### src/rtl/quad_decoder_pkg.sv
// Shared types and constants for the quadrature decoder tile.
package quad_decoder_pkg;

    localparam int unsigned COUNT_W    = 8;
    localparam int unsigned FILT_CNT_W = 4;

    localparam int unsigned UI_A_BIT       = 0;
    localparam int unsigned UI_B_BIT       = 1;
    localparam int unsigned UI_LOAD_BIT    = 2;
    localparam int unsigned UI_ERR_CLR_BIT = 3;
    localparam int unsigned UI_DIR_INV_BIT = 4;

    localparam int unsigned UIO_DIR_BIT   = 0;
    localparam int unsigned UIO_STEP_BIT  = 1;
    localparam int unsigned UIO_ERR_BIT   = 2;
    localparam int unsigned UIO_VALID_BIT = 3;

    localparam logic [7:0] UIO_OE_VALUE = 8'h0F;

    typedef enum logic {
        ST_INIT  = 1'b0,
        ST_TRACK = 1'b1
    } dec_state_t;

endpackage

### src/rtl/quad_input_filter.sv
// Two-flop synchronizer followed by a persistence filter for one encoder phase.
module quad_input_filter
    import quad_decoder_pkg::*;
#(
    parameter int unsigned FILTER_CYCLES = 3
) (
    input  logic clk,
    input  logic rst_n,
    input  logic din,
    output logic filt,
    output logic stable_c
);

    logic                  s1;
    logic                  s2;
    logic [FILT_CNT_W-1:0] cnt;

    // filt only follows s2 once it has disagreed for FILTER_CYCLES consecutive cycles
    always_ff @(posedge clk) begin
        if (!rst_n) begin
            s1   <= 1'b0;
            s2   <= 1'b0;
            filt <= 1'b0;
            cnt  <= '0;
        end else begin
            s1 <= din;
            s2 <= s1;
            if (s2 == filt) begin
                cnt <= '0;
            end else if (cnt == FILT_CNT_W'(FILTER_CYCLES - 1)) begin
                filt <= s2;
                cnt  <= '0;
            end else begin
                cnt <= cnt + FILT_CNT_W'(1);
            end
        end
    end

    assign stable_c = (s2 == filt);

endmodule

### src/rtl/tt_um_ulriktj_quadrature_decoder.sv
// Quadrature A/B decoder: filtered x4 Gray decode into an 8-bit wrapping position count.
module tt_um_ulriktj_quadrature_decoder
    import quad_decoder_pkg::*;
#(
    parameter int unsigned FILTER_CYCLES = 3
) (
    input  logic       clk,
    input  logic       rst_n,
    input  logic [7:0] ui_in,
    output logic [7:0] uo_out,
    input  logic [7:0] uio_in,
    output logic [7:0] uio_out,
    output logic [7:0] uio_oe
);

    logic filt_a, filt_b, stable_a, stable_b;

    quad_input_filter #(.FILTER_CYCLES(FILTER_CYCLES)) u_filt_a (
        .clk(clk), .rst_n(rst_n), .din(ui_in[UI_A_BIT]), .filt(filt_a), .stable_c(stable_a)
    );

    quad_input_filter #(.FILTER_CYCLES(FILTER_CYCLES)) u_filt_b (
        .clk(clk), .rst_n(rst_n), .din(ui_in[UI_B_BIT]), .filt(filt_b), .stable_c(stable_b)
    );

    dec_state_t            state_q, state_d;
    logic [1:0]            prev_q, prev_d;
    logic [FILT_CNT_W-1:0] stable_q, stable_d;
    logic [COUNT_W-1:0]    count_q, count_d;
    logic                  dir_q, dir_d;
    logic                  step_q, step_d;
    logic                  err_q, err_d;
    logic                  valid_q, valid_d;

    logic [1:0] cur;
    logic       mv_fwd, mv_rev, mv_bad, mv_up;
    logic       unused_ok;

    assign cur       = {filt_a, filt_b};
    assign unused_ok = &{1'b0, ui_in[7:5], uio_in[3:0]};

    always_ff @(posedge clk) begin
        if (!rst_n) begin
            state_q  <= ST_INIT;
            prev_q   <= 2'b00;
            stable_q <= '0;
            count_q  <= '0;
            dir_q    <= 1'b0;
            step_q   <= 1'b0;
            err_q    <= 1'b0;
            valid_q  <= 1'b0;
        end else begin
            state_q  <= state_d;
            prev_q   <= prev_d;
            stable_q <= stable_d;
            count_q  <= count_d;
            dir_q    <= dir_d;
            step_q   <= step_d;
            err_q    <= err_d;
            valid_q  <= valid_d;
        end
    end

    // Gray transition classification on {prev, cur}, each as {A,B}
    always_comb begin
        mv_fwd = 1'b0;
        mv_rev = 1'b0;
        mv_bad = 1'b0;
        case ({prev_q, cur})
            4'b0010, 4'b1011, 4'b1101, 4'b0100: mv_fwd = 1'b1;
            4'b0001, 4'b0111, 4'b1110, 4'b1000: mv_rev = 1'b1;
            4'b0011, 4'b1100, 4'b1001, 4'b0110: mv_bad = 1'b1;
            default: ;
        endcase
        mv_up = mv_fwd ^ ui_in[UI_DIR_INV_BIT];
    end

    always_comb begin
        state_d  = state_q;
        prev_d   = cur;
        stable_d = '0;
        count_d  = count_q;
        dir_d    = dir_q;
        step_d   = 1'b0;
        err_d    = err_q;

        if (ui_in[UI_ERR_CLR_BIT]) begin
            err_d = 1'b0;
        end

        case (state_q)
            ST_INIT: begin
                // the first filter update after reset is absorbed into prev, never decoded
                if (stable_a && stable_b) begin
                    if (stable_q == FILT_CNT_W'(FILTER_CYCLES - 1)) begin
                        state_d = ST_TRACK;
                    end else begin
                        stable_d = stable_q + FILT_CNT_W'(1);
                    end
                end
                if (cur != prev_q) begin
                    state_d  = ST_TRACK;
                    stable_d = '0;
                end
            end
            ST_TRACK: begin
                if (mv_fwd || mv_rev) begin
                    dir_d   = mv_up;
                    step_d  = 1'b1;
                    count_d = mv_up ? count_q + COUNT_W'(1) : count_q - COUNT_W'(1);
                end
                if (mv_bad) begin
                    err_d = 1'b1;
                end
            end
            default: state_d = ST_INIT;
        endcase

        if (ui_in[UI_LOAD_BIT]) begin
            count_d = COUNT_W'(uio_in[7:4]);
            step_d  = 1'b0;
        end

        valid_d = (state_d == ST_TRACK);
    end

    assign uo_out = count_q;
    assign uio_oe = UIO_OE_VALUE;

    always_comb begin
        uio_out                = '0;
        uio_out[UIO_DIR_BIT]   = dir_q;
        uio_out[UIO_STEP_BIT]  = step_q;
        uio_out[UIO_ERR_BIT]   = err_q;
        uio_out[UIO_VALID_BIT] = valid_q;
    end

endmodule

### config.mk
export PLATFORM = sky130hd
export DESIGN_NAME = tt_um_ulriktj_quadrature_decoder
export DESIGN_NICKNAME = d
export VERILOG_FILES = /design/src/rtl/quad_decoder_pkg.sv /design/src/rtl/quad_input_filter.sv /design/src/rtl/tt_um_ulriktj_quadrature_decoder.sv
export SDC_FILE = /design/constraint.sdc
export NUM_CORES = 1
export LEC_CHECK = 0
export BUFFER_PORTS_ARGS = -buffer_cell sky130_fd_sc_hd__buf_2
export CORE_MARGIN = 1.5
export CORE_UTILIZATION = 26
export CTS_CLUSTER_SIZE = 20
export DETAILED_ROUTE_END_ITERATION = 7
export PLACE_DENSITY = 0.48
export SETUP_SLACK_MARGIN = 0.2
export SLEW_MARGIN = 20
export SYNTH_ARGS = -nofsm -noshare
export SYNTH_HDL_FRONTEND = slang
export SYNTH_SLANG_ARGS = --single-unit
export TNS_END_PERCENT = 10
### constraint.sdc
create_clock -name clk -period 4.1 [get_ports clk]
set_clock_uncertainty 0.05 [all_clocks]
set_input_delay 0.615 -clock clk [delete_from_list [all_inputs] [get_ports clk]]
set_output_delay 0.615 -clock clk [all_outputs]
set_load 0.03 [all_outputs]
## Word-level counts from Yosys, hierarchy flattened

Index checks and enable logic that the tools add are counted.

- Add/sub/neg operators: 5
- Eq/ne operators: 18
- Muxes and demuxes: 15
- Bitwise gates (word level): 6
- Reduce and logical (&&, ||, !) cells: 16

Operator list:

| cell | number |
|---|---|
| $eq A4 B4 Y1 const B | 6 |
| $eq A4 B2 Y1 const B | 5 |
| $add A4 B1 Y4 const B | 3 |
| $eq A4 B3 Y1 const B | 3 |
| $mux W4 | 3 |
| $reduce_or A4 Y1 | 3 |
| $mux W1 | 11 |
| $reduce_or A3 Y1 | 3 |
| $add A8 B1 Y8 const B | 1 |
| $mux W8 | 1 |
| $reduce_and A2 Y1 | 4 |
| $sub A8 B1 Y8 const B | 1 |
| $not A1 Y1 | 5 |
| $reduce_or A5 Y1 | 1 |
| $eq A4 B1 Y1 const B | 1 |
| $reduce_bool A2 Y1 | 2 |
| $eq A1 B1 Y1 | 2 |
| $ne A2 B2 Y1 | 1 |
| $reduce_or A2 Y1 | 1 |
| $logic_and A1 B1 Y1 | 1 |
| $logic_or A1 B1 Y1 | 1 |
| $xor A1 B1 Y1 | 1 |

- Bits in registers: 32
- Input port bits: 18
- Word-level logic and storage cells: 76

## Longest topological paths before layout

Gate-level depths: netlist (run 1).

- Depth after elaboration: 8
- Gate-level depth with buffers: 10

## Hierarchy

From an unflattened synthesis (run 1), not the netlist that was laid out.

- Cell total of the unflattened synthesis: 189
- Area, all modules: 1,707.9 um^2

Modules (own cells, without submodules):

| module | times used | cells an instance | area each (um^2) | sequential area each (um^2) |
|---|---|---|---|---|
| tt_um_ulriktj_quadrature_decoder | 1 | 141 | 1,182.4 | 360.3 |
| quad_input_filter | 2 | 24 | 262.8 | 140.1 |

## Worst setup path before layout (run 1)

OpenSTA, ideal clock, no wires.

- Path kind: input to register
- From: input ui_in[4]
- To: register count_q[2], in the netlist uo_out[2]
- Library setup time: 70 ps
- Arrival time: 2,754 ps
- Data required time: 3,980 ps
- Slack: 1,226 ps
- Stages on the path: 10
- Path buffers: 1
- Cell sequence: clkbuf_1 nor3_1 nor2_1 xor2_1 ha_1 or3b_2 a211oi_1 o211ai_1 xor2_1 a21oi_1

- Cells in the longest elaborated chain, start to end: 5

Ends and longest elaborated chain:

| element | line | text |
|---|---|---|
| from (decl) | tt_um_ulriktj_quadrature_decoder.sv:9 | `input logic [7:0] ui_in,` |
| $xor A1 B1 Y1 | tt_um_ulriktj_quadrature_decoder.sv:75 | `mv_up = mv_fwd ^ ui_in[UI_DIR_INV_BIT];` |
| $mux W8 | tt_um_ulriktj_quadrature_decoder.sv:110 | `count_d = mv_up ? count_q + COUNT_W'(1) : count_q - COUNT_W'(1);` |
| $mux W4 | tt_um_ulriktj_quadrature_decoder.sv:107 | `if (mv_fwd \|\| mv_rev) begin` |
| $mux W4 | tt_um_ulriktj_quadrature_decoder.sv:91 | `case (state_q)` |
| $mux W4 | tt_um_ulriktj_quadrature_decoder.sv:119 | `if (ui_in[UI_LOAD_BIT]) begin` |
| to (signal assigned) | tt_um_ulriktj_quadrature_decoder.sv:56 | `count_q <= count_d;` |
| to (decl) | tt_um_ulriktj_quadrature_decoder.sv:29 | `logic [COUNT_W-1:0] count_q, count_d;` |

Every way passes these cells. The select of a mux whose other input is x is not followed.
A chain may end at the register's enable or synchronous reset.

## Worst setup path in the final report (run 1)

- From: register u_filt_b.filt
- To: register count_q[2], in the netlist uo_out[2]

- Cells in the longest elaborated chain, start to end: 8
- Elaborated cells on any way between the ends: 20
- Those cells by class: 8 x eq/ne; 6 x mux; 1 x bitwise; 5 x reduce/logical

Ends and longest elaborated chain:

| element | line | text |
|---|---|---|
| from (decl) | quad_input_filter.sv:10 | `output logic filt,` |
| from (signal assigned) | quad_input_filter.sv:23 | `filt <= 1'b0;` |
| from (signal assigned) | quad_input_filter.sv:31 | `filt <= s2;` |
| $eq A4 B2 Y1 (tied with other cells) | tt_um_ulriktj_quadrature_decoder.sv:69 | `case ({prev_q, cur})` |
| $reduce_or A4 Y1 | tt_um_ulriktj_quadrature_decoder.sv:69 |  |
| $mux W1 | tt_um_ulriktj_quadrature_decoder.sv:69 |  |
| $xor A1 B1 Y1 | tt_um_ulriktj_quadrature_decoder.sv:75 |  |
| $mux W8 | tt_um_ulriktj_quadrature_decoder.sv:110 |  |
| $mux W4 | tt_um_ulriktj_quadrature_decoder.sv:107 |  |
| $mux W4 | tt_um_ulriktj_quadrature_decoder.sv:91 |  |
| $mux W4 | tt_um_ulriktj_quadrature_decoder.sv:119 |  |

Parallel ways exist; a longest one is shown, timed or not. The select of a mux whose other input is x is not followed.

==> flow_summary.ini, run 1 <==
[die]
num_io_pins = 42
fp.dieH_um = 84.88
coreArea_um2 = 6422
rows = 29
die_w_um = 84.88
start_util_pct = 27.14
dieArea_um2 = 7204

[cts]
insertion_delay_ns = 0.29
cts.sinks = 32
clockBufferDepth = 2
cts.clk_slew.worst_paths_ns = 0.07
cts_root_buffer = clkbuf_8
cts_setup_buffers = 0
post_cts_resized = 0
cts_buffers = 5
cts_tree = built
holdBufCountCts = 0
htree_levels = 2

[critical_path]
worstSetupStartpointType = flip-flop
critPathKind = flip-flop to flip-flop
critPathTopFamily = simple AND/OR/NAND/NOR gates
critPathCaptureType = flip-flop
path_buf_inv = 0
rrSetupSlack_ns = 1.03
cp_max_fo = 10
critPathMaxStageDelay_ns = 0.55
arrival_ns = 3.24
cp_common_cell = xor2_1
crit_slowest_cell = nor3_1
path_cells = xor2_2 -> nor3_1 -> nor2_1 -> xor2_1 -> ha_1 -> or3b_2 -> a211oi_1 -> o211ai_1 -> xor2_1 -> a21oi_1
cp.required_ns = 4.27

[timing]
fin_tns_setup_ns = 0
maxSlewViolCount = 0
rsz0062_at_grt = false
period_needed_ns = 3.071
setup_viol = 0
post-route-period-util_pct = 74.90
slew_headroom_pct = 59.38
hold_viol = 0
fmax_mhz = 325.6
worst_slew_pin_slew_ns = 0.6046

[global_route]
grt_max_degree = 23
grt_pass1_vias = 1258
antenna_found_initial = 0
grt_usage_pct = 10.41
grt_pass1_wl_mm = 5.851
grt.overflow.total = 0

[placement]
gp_congestion = 0.8166
portBuffers = 22
dp_hpwl_mm = 2.525
dpl.cell_count = 288
postPlaceCellArea_um2 = 1844

[synth]
yosysTopAreaCellShare_pct = 36.76
yosys_warnings = 0
ys_seq_area_share_pct = 36.76
yosys-top-cells-area = dfxtp_1 37%, buf_4 6.9%, ha_1 5.0%
synthCells = 199
async_flop_share_pct = 0
syn_area_um2 = 1743
synth_cell_types = 47
postSynthAreaPerCell_um2 = 8.758
yosys.area.top_type = dfxtp_1
synth-edff-count = 0
ys_seq_elements = 32
synthFlopType = dfxtp_1

[route]
wire_per_inst_um = 11.54
via_count = 1344
drt_iter0_drc = 76
drt.antenna.violating_nets = 0
wl_mm = 3.417
drt_pre_antenna_iters = 6
via_per_inst = 4.541
drc_errors = 7

[layout]
finalInstanceArea_um2 = 1956
area_delta_synth_final_pct = 12.20
layoutNonFillerInstCount = 296
layout.nets = 243
diodes = 0
drive_gt1_share_pct = 17.81
layout_commonest_cell = dfxtp_1
final_cell_mix = 32 x dfxtp_1, 22 x buf_2, 21 x nor2_1
fin_util_pct = 30.45

[status]
failed_checks = DRC
outcome = finished with violations

[worst_hold_path]
hold_class = flip-flop to flip-flop

[flow_run]
maxCapViolations = 0

[power_and_ir_drop]
ir_drop_mv = 0.1513
power.total_mw = 0.7186
power_density_nw_per_um2 = 367.5
p_leak_nw = 0.8329
state kept, by name, indices dropped and copies added, names as in the netlist:
name	flops
u_filt_a.s1	1
stable_q	4
valid_q	1
prev_q	2
u_filt_b.s2	1
step_q	1
uo_out	8
u_filt_b.cnt	4
u_filt_a.s2	1
err_q	1
u_filt_b.filt	1
u_filt_b.s1	1
u_filt_a.filt	1
dir_q	1
u_filt_a.cnt	4
synthesized netlist by cell type, types with 2 or more instances:
| cell | n |
|---|---|
| and2_1 | 5 |
| nor2b_1 | 2 |
| o21ai_0 | 5 |
| nand2_1 | 16 |
| or3_1 | 5 |
| o2111ai_1 | 2 |
| clkbuf_1 | 3 |
| nor3_1 | 6 |
| ha_1 | 7 |
| dfxtp_1 | 32 |
| o21a_1 | 2 |
| inv_1 | 6 |
| nand3_1 | 11 |
| a211oi_1 | 2 |
| o211a_1 | 2 |
| nor4_1 | 2 |
| xor2_1 | 10 |
| or4_1 | 3 |
| xnor2_1 | 5 |
| mux2i_1 | 3 |
| conb_1 | 2 |
| a21boi_0 | 3 |
| a21oi_1 | 3 |
| nor2_1 | 21 |
| nand2b_1 | 4 |
| buf_4 | 16 |
through the flow:
step | hold WS, ns | setup slack (ns)
floorplan | 0.3619 | 1.226
global placement | 0.3670 | 0.9764
detailed placement | 0.3727 | 0.9937
CTS | 0.3861 | 1.050
global route | 0.4250 | 0.7265
finish | 0.3840 | 1.029
final timing paths:
check / cells past startpoint / end / start
setup / recovery: 10 / uo_out[2]$_SDFFE_PN0P_ / u_filt_b.filt$_SDFFE_PN0P_
hold / removal: 1 / u_filt_a.s2$_SDFF_PN0_ / u_filt_a.s1$_SDFF_PN0_
setup reg to reg: 10 / uo_out[2]$_SDFFE_PN0P_ / u_filt_b.filt$_SDFFE_PN0P_
hold reg to reg: 1 / u_filt_a.s2$_SDFF_PN0_ / u_filt_a.s1$_SDFF_PN0_
layer usage:
metal	share of wire (%)	up-vias	GRT usage [%]
met1	47	598	13.21
met2	46	42	16.51
met4	1.4	0	4.471
met5	0	-	0
li1	-	699	-
met3	6.1	5	3.016
kinds of logic after synthesis:
| family | Yosys count | share of synthesized area [%] |
|---|---|---|
| adders and majority gates | 7 | 5.025 |
| other | 2 | 0.4309 |
| muxes | 3 | 1.723 |
| AOI/OAI and AO/OA | 29 | 12.71 |
| xor gates and xnor gates | 17 | 9.404 |
| buffers and inverters | 26 | 9.476 |
| and+or+nand+nor | 83 | 24.48 |
| DFF | 32 | 36.75 |
where the power goes:
part | leakage, nW | total, mW | internal, mW | switching [mW]
clock | 0.0541 | 0.306 | 0.180 | 0.126
combinational | 0.519 | 0.0768 | 0.0252 | 0.0516
sequential | 0.260 | 0.336 | 0.321 | 0.0149
area by class of cell:
class | instances | area, um^2
flip-flops and latches | 32 | 640.6
clock buffers | 5 | 68.82
multi-input cells | 151 | 974.7
inverters | 6 | 22.52
clock inverters | 3 | 42.54
fillers | 676 | 4467
well taps | 77 | 96.34
repair buffers | 22 | 110.1
(Power assumes the default switching activity.)
==> run 2, diff against run 1 <==
- PLACE_DENSITY: 0.48 -> 0.49
- clock period: 4.1 -> 2.8 ns (I/O delays scaled with it)
==> run 2 against run 1 <==
  * The run still ends with DRC left
  * Global-route usage increased by 0.23 points
  * Routed wire length is 7.0% higher
  * Cell area increased by 5.9%
  * Count of clock-buffer cells in the layout stayed put
  * Maximum frequency increased by 24%
  * Largest cell class unchanged
  * Largest power group unchanged
==> flow_summary.ini, run 2 (synthesis results as in run 1) <==
[critical_path]
rrSetupSlack_ns = 0.33
critPathKind = flip-flop to flip-flop
cp_max_fo = 5
cp-startpoint = prev_q[1]$_SDFF_PN0_
rr_worst_depth = 10
r2r-end = uo_out[2]$_SDFFE_PN0P_
rr_startpoint = prev_q[1]$_SDFF_PN0_
worstSetupStartpointType = flip-flop
endpoint = uo_out[2]$_SDFFE_PN0P_
cp.required_ns = 2.98
critPathCaptureType = flip-flop
arrival_ns = 2.65

[layout]
seq_area_um2 = 648.1
finalInstanceArea_um2 = 2071
diodes = 0
fin_util_pct = 32.24
layout.nets = 253
largest_reg_flops = 8
area_delta_synth_final_pct = 18.81
fill_cells = 689
final_cell_mix = 30 x dfxtp_1, 22 x buf_2, 20 x nor2_1
layout_commonest_cell = dfxtp_1
drive_gt1_share_pct = 23.58
multi_input_area_um2 = 1015
layoutNonFillerInstCount = 306

[timing]
setup_ws_ns = 0.3272
period_needed_ns = 2.473
rsz0062_at_grt = false
hold_viol = 0
setup_viol = 0
hold_slack_ns = 0.2809
fmax_mhz = 404.4
maxSlewViolCount = 0
post-route-period-util_pct = 88.32
fin_tns_setup_ns = 0

[placement]
dp_hpwl_mm = 2.563
portBuffers = 22
dpl.cell_count = 294
gp_congestion = 0.7880
dp_slack_ns = 0.2278
postPlaceCellArea_um2 = 1907

[cts]
cts_tree = built
clockBufferDepth = 2
cts.sinks = 32
htree_levels = 2
cts_buffers = 5
cts.clk_slew.worst_paths_ns = 0.08
cts_root_buffer = clkbuf_8
insertion_delay_ns = 0.29

[global_route]
grt_pass1_vias = 1269
grt_max_degree = 23
grt_usage_pct = 10.64
busiest_layer = met2
met3_usage_pct = 3.016
use_met2_pct = 16.22
grt_pass1_wl_mm = 5.989
antenna_found_initial = 0
met1_usage_pct = 14.14
grt.overflow.total = 0

[route]
drt_iter0_drc = 51
drt.antenna.violating_nets = 0
drc_errors = 7
via_count = 1346
wire_per_inst_um = 11.95
drt_pre_antenna_iters = 8
wl_mm = 3.656
via_per_inst = 4.399

[die]
coreArea_um2 = 6422
start_util_pct = 27.14
dieArea_um2 = 7204
num_io_pins = 42
fp.dieH_um = 84.88
rows = 29
die_w_um = 84.88

[worst_hold_path]
holdCritStartpoint = ui_in[0]
hold_class = input port to flip-flop

[power_and_ir_drop]
ir_drop_mv = 0.2069
power_density_nw_per_um2 = 512.8
p_leak_nw = 0.8956
power.total_mw = 1.062

[status]
outcome = finished with violations
failed_checks = DRC

[flow_run]
maxCapViolations = 0
## run 2: changes by cell type in the layout (fill, tap and decap cells not counted), sizes merged
cell	before	now
xor2	11	12
buf	22	31
## run 2: worst min path at each step
| stage | endpoint | cells past startpoint |
|---|---|---|
| CTS | u_filt_a.s1$_SDFF_PN0_ | 2 |
| finish | u_filt_a.s1$_SDFF_PN0_ | 2 |
| global placement | u_filt_a.s2$_SDFF_PN0_ | 1 |
| floorplan | u_filt_a.s2$_SDFF_PN0_ | 1 |
| detailed placement | u_filt_a.s2$_SDFF_PN0_ | 1 |
| global route | u_filt_b.s1$_SDFF_PN0_ | 2 |
## run 2: area by class of cell
cell class	count	area share (%)
timing repair buffer	31	8.580
sequential	32	31.30
multi-input combinational	152	49.00
clock buffer	5	3.323
inverter	6	1.088
clock inverter	3	2.054
tap	77	4.653
## run 2: routing by layer
| layer | share of wire, % | vias to the layer above |
|---|---|---|
| met1 | 50 | 594 |
| met3 | 4.7 | 7 |
| li1 | - | 715 |
| met5 | 0 | - |
| met2 | 44 | 30 |
| met4 | 1.5 | 0 |
## run 2: timing repair
item	in CTS	in global routing
gates cloned	0	1
endpoints found under the setup margin	1	1
pin swaps	1	2
hold buffers	0	0
resized for setup	0	5
setup buffers	0	3
hold endpoints to repair	0	0
## run 2: power breakdown
group          total (mW)  switching (mW)  internal (mW)
Clock               0.455           0.191          0.263
Sequential          0.487          0.0189          0.468
Combinational       0.120          0.0801         0.0404
Total                1.06           0.290          0.771
## run 2: critical path, cell delays in order (launching register included)
cell      delay, ns
dfxtp_4        0.38
xor2_4         0.20
o21a_1         0.20
nor2_2         0.16
xor2_1         0.09
ha_1           0.20
or3b_2         0.46
a211oi_2       0.25
o211ai_1       0.12
xor2_1         0.16
a21oi_1        0.14
==> run 3, diff against run 2 <==
- ABC_AREA: default -> 1
- GPL_TIMING_DRIVEN: default -> 0
==> run 3 against run 2 <==
  * Sequential share of layout area fell by 2.3 points
  * Utilization barely moved
  * Via count rose by 14%
  * Maximum frequency grew 24%
  * Register-to-register slack better by 0.47 ns
  * Sequential power decreased by 0.8%
  * Count of clock-buffer cells in the layout grew 2
  * Critical endpoint is now uo_out[6]$_SDFFE_PP0P_
  * Largest cell class unchanged
  * The run now ends clean
  * Combinational power increased by 22%
  * Synthesized cell count grew 26%
  * Sequential cell count unchanged
==> flow_summary.ini, run 3 <==
[cts]
cts_tree = built
insertion_delay_ns = 0.28
clockBufferDepth = 2
post_cts_resized = 0
cts_root_buffer = clkbuf_8
cts_buffers = 5
cts_setup_buffers = 0
cts.clk_slew.worst_paths_ns = 0.06
holdBufCountCts = 0
htree_levels = 2
cts.sinks = 32

[die]
start_util_pct = 26.96
dieArea_um2 = 7598
num_io_pins = 42
fp.dieH_um = 87.17
coreArea_um2 = 6832
die_w_um = 87.17
rows = 30

[critical_path]
arrival_ns = 2.13
rrSetupSlack_ns = 0.80
rr_startpoint = u_filt_b.filt$_SDFFE_PN0P_
cp.required_ns = 2.93
rr_worst_depth = 14
cp_max_fo = 6
critPathKind = flip-flop to flip-flop
r2r-end = uo_out[6]$_SDFFE_PP0P_
worstSetupStartpointType = flip-flop
critPathCaptureType = flip-flop

[route]
wire_per_inst_um = 9.301
via_per_inst = 3.987
drc_errors = 0
drt.antenna.violating_nets = 0
wl_mm = 3.581
via_count = 1535
drt_pre_antenna_iters = 4
drt_iter0_drc = 58

[power_and_ir_drop]
power_density_nw_per_um2 = 457.8
p_leak_nw = 1.139
ir_drop_mv = 0.2667

[worst_hold_path]
hold_class = input port to flip-flop
holdCritStartpoint = ui_in[0]
holdPathEnd = u_filt_a.s1$_SDFF_PN0_
hold_depth = 3

[synth]
yosysTopAreaCellShare_pct = 34.78
synth-edff-count = 0
synth.most_common_cell = nand2_1
ys_seq_area_share_pct = 34.78
ys_seq_elements = 32
yosys.area.top_type = dfxtp_1
yosys-top-cells-area = dfxtp_1 35%, nand2_1 10%, inv_1 7.3%
postSynthAreaPerCell_um2 = 7.367
synthCells = 250
synthFlopType = dfxtp_1
yosys_warnings = 0
async_flop_share_pct = 0
synth_cell_types = 28
syn_area_um2 = 1842
synth.top_cells.by_count = 49 x nand2_1, 36 x inv_1, 32 x dfxtp_1

[timing]
worst_slew_pin_slew_ns = 0.5015
maxSlewViolCount = 0
fmax_mhz = 499.5
hold_viol = 0
post-route-period-util_pct = 71.50
rsz0062_at_grt = false
slew_headroom_pct = 66.57
setup_ws_ns = 0.7980
period_needed_ns = 2.002
fin_tns_setup_ns = 0
setup_viol = 0

[status]
outcome = complete, no violations

[layout]
layout.nets = 314
area_delta_synth_final_pct = 19.77
drive_gt1_share_pct = 23.53
final_cell_mix = 49 x nand2_1, 36 x inv_1, 32 x dfxtp_1
largest_reg_flops = 8
layout_commonest_cell = nand2_1
finalInstanceArea_um2 = 2206
diodes = 0
fill_cells = 777

[global_route]
grt_max_degree = 11
grt.overflow.total = 0
antenna_found_initial = 0
grt_pass1_wl_mm = 6.237
grt_pass1_vias = 1445
grt_usage_pct = 10.54

[placement]
postPlaceCellArea_um2 = 2110
gp_congestion = 0.7598
dp_hpwl_mm = 2.799
dp_slack_ns = 0.7733
portBuffers = 22

[flow_run]
maxCapViolations = 0
run 3: layout make-up:
| class | instances | area [um^2] | area share [%] |
|---|---|---|---|
| Buffer | 19 | 146.4 | 6.636 |
| Clock buffer | 7 | 96.34 | 4.368 |
| Inverter | 38 | 142.6 | 6.466 |
| Multi-Input combinational cell | 171 | 949.7 | 43.05 |
| Sequential cell | 32 | 640.6 | 29.04 |
| Tap cell | 96 | 120.1 | 5.445 |
| Timing Repair Buffer | 22 | 110.1 | 4.991 |
run 3: where the power goes:
part	internal (mW)	total (mW)	switching, mW
combinational	0.0534	0.147	0.0936
clock	0.219	0.380	0.161
sequential	0.469	0.483	0.0132
run 3: cells by family after synthesis:
group           share of synthesized area, %
buf+inv                                15.69
simple gates                           28.67
other cells                           0.4078
compound gates                         8.628
fa+ha+maj                              4.755
xor+xnor                               7.065
flops                                  34.78
run 3: how the worst max path moves through the flow:
stage               cells past startpoint                        from                endpoint  slack, ns
floorplan                              16  u_filt_b.filt$_SDFFE_PN0P_  uo_out[6]$_SDFFE_PP0P_       0.97
global placement                       14  u_filt_b.filt$_SDFFE_PN0P_  uo_out[6]$_SDFFE_PP0P_       0.80
detailed placement                     14  u_filt_b.filt$_SDFFE_PN0P_  uo_out[6]$_SDFFE_PP0P_       0.77
CTS                                    14  u_filt_b.filt$_SDFFE_PN0P_  uo_out[6]$_SDFFE_PP0P_       0.77
global route                           14  u_filt_b.filt$_SDFFE_PN0P_  uo_out[6]$_SDFFE_PP0P_       0.57
finish                                 14  u_filt_b.filt$_SDFFE_PN0P_  uo_out[6]$_SDFFE_PP0P_       0.80
run 3: layer usage:
| metal | up-vias | GRT usage (%) | routed length, um |
|---|---|---|---|
| li1 | 828 | - | - |
| met1 | 680 | 11.39 | 1582 |
| met2 | 21 | 19.03 | 1775 |
| met3 | 6 | 3.223 | 172 |
| met4 | 0 | 4.329 | 50 |
| met5 | - | 0 | 0 |
run 3: per-stage QoR:
| stage | util [%] | hold WS (ns) | total power, mW | instances |
|---|---|---|---|---|
| 3_3_place_gp | 30.88 | 0.3481 | 0.6399 | 378 |
| 2_1_floorplan | - | 0.3405 | 0.6082 | 260 |
| 4_1_cts | 32.29 | 0.2658 | 1.028 | 385 |
| 5_1_grt | 32.29 | 0.2610 | 1.072 | 385 |
| 3_5_place_dp | 30.88 | 0.3486 | 0.6408 | 378 |
| 6_report | 32.29 | 0.2747 | 1.010 | 385 |
run 3: critical path: stages (launching register included):
cell and delay, ns:
dfxtp_1 0.30, buf_6 0.13, xnor2_2 0.24, nand3_2 0.16, nand3_2 0.16, nand2_1 0.07, inv_1 0.05, ha_1 0.12
inv_1 0.05, a21oi_2 0.17, nand3_1 0.12, nand3_1 0.10, nand3_1 0.08, nand2_1 0.07, inv_1 0.03
